**src/rtl/load_store_unit.sv**
```systemverilog
// RV32I load/store unit: one request at a time, byte-addressed memory port,
// misalignment/illegal-width faulting, load extension and a valid/ready response.
module load_store_unit #(
    parameter int LATENCY = 1
) (
    input  logic        clk,
    input  logic        rst,
    input  logic        req_valid,
    output logic        req_ready,
    input  logic        req_is_store,
    input  logic [2:0]  req_funct3,
    input  logic [31:0] req_addr,
    input  logic [31:0] req_wdata,
    output logic        resp_valid,
    input  logic        resp_ready,
    output logic [31:0] resp_data,
    output logic        resp_fault,
    output logic [31:0] mem_address,
    output logic [31:0] mem_data_write,
    output logic [3:0]  mem_write_enable,
    input  logic [31:0] mem_data_read
);

    localparam int CNT_W = (LATENCY > 1) ? $clog2(LATENCY) : 1;

    typedef enum logic [1:0] {
        IDLE   = 2'd0,
        ACCESS = 2'd1,
        RESP   = 2'd2
    } state_t;

    state_t            state_r, state_s;
    logic [CNT_W-1:0]  cnt_r, cnt_s;
    logic              is_store_r, is_store_s;
    logic [2:0]        funct3_r, funct3_s;
    logic [31:0]       addr_r, addr_s;
    logic [31:0]       wdata_r, wdata_s;
    logic [31:0]       resp_data_r, resp_data_s;
    logic              resp_fault_r, resp_fault_s;

    // Illegal width for the direction, or a half/word not naturally aligned.
    function automatic logic req_fault_f(input logic is_store, input logic [2:0] funct3,
                                         input logic [1:0] addr_lo);
        logic fault;
        case (funct3)
            3'b000:  fault = 1'b0;
            3'b001:  fault = addr_lo[0];
            3'b010:  fault = (addr_lo != 2'b00);
            3'b100:  fault = is_store;
            3'b101:  fault = is_store | addr_lo[0];
            default: fault = 1'b1;
        endcase
        return fault;
    endfunction

    function automatic logic [3:0] store_mask_f(input logic [1:0] size);
        logic [3:0] mask;
        case (size)
            2'b00:   mask = 4'b0001;
            2'b01:   mask = 4'b0011;
            default: mask = 4'b1111;
        endcase
        return mask;
    endfunction

    function automatic logic [31:0] store_data_f(input logic [1:0] size, input logic [31:0] wdata);
        logic [31:0] data;
        case (size)
            2'b00:   data = {24'h000000, wdata[7:0]};
            2'b01:   data = {16'h0000, wdata[15:0]};
            default: data = wdata;
        endcase
        return data;
    endfunction

    function automatic logic [31:0] load_extend_f(input logic [2:0] funct3, input logic [31:0] rd);
        logic [31:0] data;
        case (funct3)
            3'b000:  data = {{24{rd[7]}}, rd[7:0]};
            3'b001:  data = {{16{rd[15]}}, rd[15:0]};
            3'b100:  data = {24'h000000, rd[7:0]};
            3'b101:  data = {16'h0000, rd[15:0]};
            default: data = rd;
        endcase
        return data;
    endfunction

    assign req_ready  = (state_r == IDLE);
    assign resp_valid = (state_r == RESP);
    assign resp_data  = resp_data_r;
    assign resp_fault = resp_fault_r;

    // Memory port is driven only while accessing; the write strobe lands on the final cycle only.
    always_comb begin
        mem_address      = 32'h0000_0000;
        mem_data_write   = 32'h0000_0000;
        mem_write_enable = 4'b0000;
        if (state_r == ACCESS) begin
            mem_address = addr_r;
            if (is_store_r) begin
                mem_data_write = store_data_f(funct3_r[1:0], wdata_r);
                if (cnt_r == {CNT_W{1'b0}}) begin
                    mem_write_enable = store_mask_f(funct3_r[1:0]);
                end else begin
                    mem_write_enable = 4'b0000;
                end
            end else begin
                mem_data_write = 32'h0000_0000;
            end
        end else begin
            mem_address = 32'h0000_0000;
        end
    end

    // Next-state and datapath update for the IDLE/ACCESS/RESP sequence.
    always_comb begin
        state_s      = state_r;
        cnt_s        = cnt_r;
        is_store_s   = is_store_r;
        funct3_s     = funct3_r;
        addr_s       = addr_r;
        wdata_s      = wdata_r;
        resp_data_s  = resp_data_r;
        resp_fault_s = resp_fault_r;
        case (state_r)
            IDLE: begin
                if (req_valid) begin
                    is_store_s = req_is_store;
                    funct3_s   = req_funct3;
                    addr_s     = req_addr;
                    wdata_s    = req_wdata;
                    if (req_fault_f(req_is_store, req_funct3, req_addr[1:0])) begin
                        state_s      = RESP;
                        resp_fault_s = 1'b1;
                        resp_data_s  = 32'h0000_0000;
                    end else begin
                        state_s = ACCESS;
                        cnt_s   = CNT_W'(LATENCY - 1);
                    end
                end else begin
                    state_s = IDLE;
                end
            end
            ACCESS: begin
                if (cnt_r == {CNT_W{1'b0}}) begin
                    state_s = RESP;
                    if (is_store_r) begin
                        resp_data_s = 32'h0000_0000;
                    end else begin
                        resp_data_s = load_extend_f(funct3_r, mem_data_read);
                    end
                end else begin
                    cnt_s = cnt_r - CNT_W'(1);
                end
            end
            RESP: begin
                if (resp_ready) begin
                    state_s      = IDLE;
                    resp_data_s  = 32'h0000_0000;
                    resp_fault_s = 1'b0;
                end else begin
                    state_s = RESP;
                end
            end
            default: begin
                state_s = IDLE;
            end
        endcase
    end

    // State and captured-request registers.
    always_ff @(posedge clk or posedge rst) begin
        if (rst) begin
            state_r      <= IDLE;
            cnt_r        <= {CNT_W{1'b0}};
            is_store_r   <= 1'b0;
            funct3_r     <= 3'b000;
            addr_r       <= 32'h0000_0000;
            wdata_r      <= 32'h0000_0000;
            resp_data_r  <= 32'h0000_0000;
            resp_fault_r <= 1'b0;
        end else begin
            state_r      <= state_s;
            cnt_r        <= cnt_s;
            is_store_r   <= is_store_s;
            funct3_r     <= funct3_s;
            addr_r       <= addr_s;
            wdata_r      <= wdata_s;
            resp_data_r  <= resp_data_s;
            resp_fault_r <= resp_fault_s;
        end
    end

endmodule

```
**config.mk**
```make
export PLATFORM = sky130hd
export DESIGN_NAME = load_store_unit
export DESIGN_NICKNAME = d
export VERILOG_FILES = /design/src/rtl/load_store_unit.sv
export SDC_FILE = /design/constraint.sdc
export NUM_CORES = 1
export LEC_CHECK = 0
export CAP_MARGIN = 20
export CORE_UTILIZATION = 38
export DETAILED_ROUTE_END_ITERATION = 8
export GPL_ROUTABILITY_DRIVEN = 0
export PLACE_DENSITY = 0.77
export SLEW_MARGIN = 20
export SYNTH_ARGS = -nofsm -noshare
export SYNTH_HDL_FRONTEND = slang
export SYNTH_SLANG_ARGS = --single-unit
export TNS_END_PERCENT = 100
```
**constraint.sdc**
```tcl
create_clock -name clk -period 3.7 [get_ports clk]
set_clock_uncertainty 0.15 [all_clocks]
set_input_delay 0.74 -clock clk [delete_from_list [all_inputs] [get_ports clk]]
set_output_delay 0.74 -clock clk [all_outputs]
set_load 0.005 [all_outputs]
```
==> metrics.cfg <==
[clock_network]
ctsResizeCount=0
post_cts.repair.setup_buffers=0
path_clk_slew_ns=0.07
clk_latency_ns=0.33
cts.path.max_buffers=2
clkSinkCount=103
cts-buffers-inserted=9
clockRootBuffer=clkbuf_16
htreeDepth=3
cts_tree=done
postCtsHoldBufs=0

[grt]
grt_overflow=0
grt_pass1_wl_um=19400
grt_max_degree=70
grt_antenna_before_repair=0
grt_util_all_layers=0.195
grt_pass1_vias=3876

[detailed_routing]
met3WireLength_um=799
drt_iter0_markers=221
wl_per_cell_um=16.7
viasPerCell=5.01
ant_nets=0
finalWirelength_um=12000
first_pass_iters=6
vias=3587
drc=11
drt-met1-wl_um=4870
wl_met2_um=6110
highest_layer=met4

[logic_synthesis]
seq_area_frac_synth=0.558
synth_enable_flop_cells=0
synth-async-reset-ratio=1.00
synth_flop_cell=dfrtp_1
synth_cell_type_count=32
ys_ff_latch=103
synth_nets=476
synth_top_area_frac=0.558
synth_common_cells=103 x dfrtp_1, 69 x mux2_2, 58 x and2_1
yosysTopAreaCell=dfrtp_1
synth_area_per_cell_um2=12.4
ys_warn_count=0
synth.most_common_cell=dfrtp_1
syn_area_um2=4620
syn-instance-count=372
synth_area_leaders=dfrtp_1 56%, mux2_2 17%, and2_1 7.9%

[critical_path]
critPathMaxStageDelay_ns=0.60
critPathSlowestCell=and3_1
worstPathMaxFanout=18
worstPathCellList=nor2b_2 -> and3_1 -> and2_1 -> clkdlybuf4s50_1
end_kind=primary output
path_class=flop to primary output
worstPathArrival_ns=2.45
crit_required_ns=2.81
startpoint_type=flop

[status]
status=finished, violations left
failed_checks=design-rule violations

[place]
dpl_cell_area_um2=6810
dp_hpwl_um=8630
port_buffers=206

[timing]
tightest_slew_ns=1.04
setup_viol=0
clock.fmax_mhz=299
whs_ns=0.347
rsz0062_at_grt=no
hold_violations=0
fin_crit_ns=3.34
slew_headroom=0.305
slew_viol_final=0
setup_tns_ns=0
period_share=0.904

[die]
die_w_um=112
initial_core_util=0.398
dieArea_um2=12600
coreArea_um2=11600
die_height_um=112
pin_count=207
rows=39

[power]
p_per_area_nw_per_um2=559
p_leak_nw=2.96
ir_worst_vdd_v=0.000358

[layout]
nFillCells=968
fin_util=0.613
syn_to_final_growth_pct=54.1
design_area_um2=7120
nets=672
layout-drive-gt1-share=0.180
antennaDiodeCount=0

[hold_path]
hp-class=flop to flop

[job]
maxCapViolCount=0

## where the power goes
group	switching, mW	leakage, nW	total (mW)	internal (mW)
clock network	0.409	0.149	0.956	0.547
registers	0.252	1.28	1.81	1.55
logic	0.471	1.53	1.22	0.745
total	1.13	2.96	3.98	2.85
## through the flow
| step | instances | setup WS (ns) | power [mW] |
|---|---|---|---|
| floorplan | 372 | 0.106 | 2.54 |
| global placement | 700 | 0.755 | 3.00 |
| detailed placement | 700 | 0.708 | 3.05 |
| CTS | 716 | 0.332 | 4.03 |
| global route | 716 | 0.214 | 4.22 |
| finish | 716 | 0.357 | 3.98 |
## path summary, 6_finish.rpt
check	startpoint	endpoint	slack, ns	cells past startpoint
setup / recovery	state_r[1]	mem_data_write[17]	0.36	4
hold / removal	wdata_r[8]	wdata_r[8]	0.35	1
setup reg to reg	state_r[1]	resp_data[22]	1.59	4
hold reg to reg	wdata_r[8]	wdata_r[8]	0.35	1
max in group asynchronous	rst	resp_data[16]	1.98	3
min in group asynchronous	rst	resp_data[24]	0.69	2
## logic make-up after synthesis
| logic type | count (synthesis) | synth area share |
|---|---|---|
| simple gates | 101 | 0.135 |
| flops | 103 | 0.558 |
| buf+inv | 49 | 0.0482 |
| mux | 69 | 0.168 |
| compound gates | 50 | 0.0905 |
## cell type report
class / count / area [µm²] / share of cell area
repair buffers: 214 / 2150 / 0.302
well taps: 143 / 179 / 0.0251
clock inverters: 6 / 68.8 / 0.00967
flip-flops and latches: 103 / 2580 / 0.362
inverters: 20 / 77.6 / 0.0109
clock buffers: 10 / 239 / 0.0336
multi-input cells: 220 / 1830 / 0.257
## critical path, delay by kind of cell (launching register included)
kind	cells	cell delay, ns
buffers and inverters	1	0.51
DFF	1	0.47
and+or+nand+nor	3	1.14
## state kept, by name (all words and copies together), names as in the netlist
signal and cells:
addr_r 32, funct3_r 3, is_store_r 1, resp_data 32, resp_fault 1, state_r 2
wdata_r 32
## placed cells by master, fill, tap and decap left out, types with 16 or more instances in the layout
cell type        netlist  final
a22o_1                16     16
and2_1                58     57
clkdlybuf4s50_1        0    206
dfrtp_1              103    103
inv_1                 20     19
mux2_2                69     69
nor2b_1               18     17
o32ai_1               16     16
## metal layers
layer  track usage  vias up
li1              -     1667
met1         0.238     1784
met2         0.338      119
met3        0.0518       17
met4        0.0569        0
met5             0        -
Power figures use the tool's default switching activity.
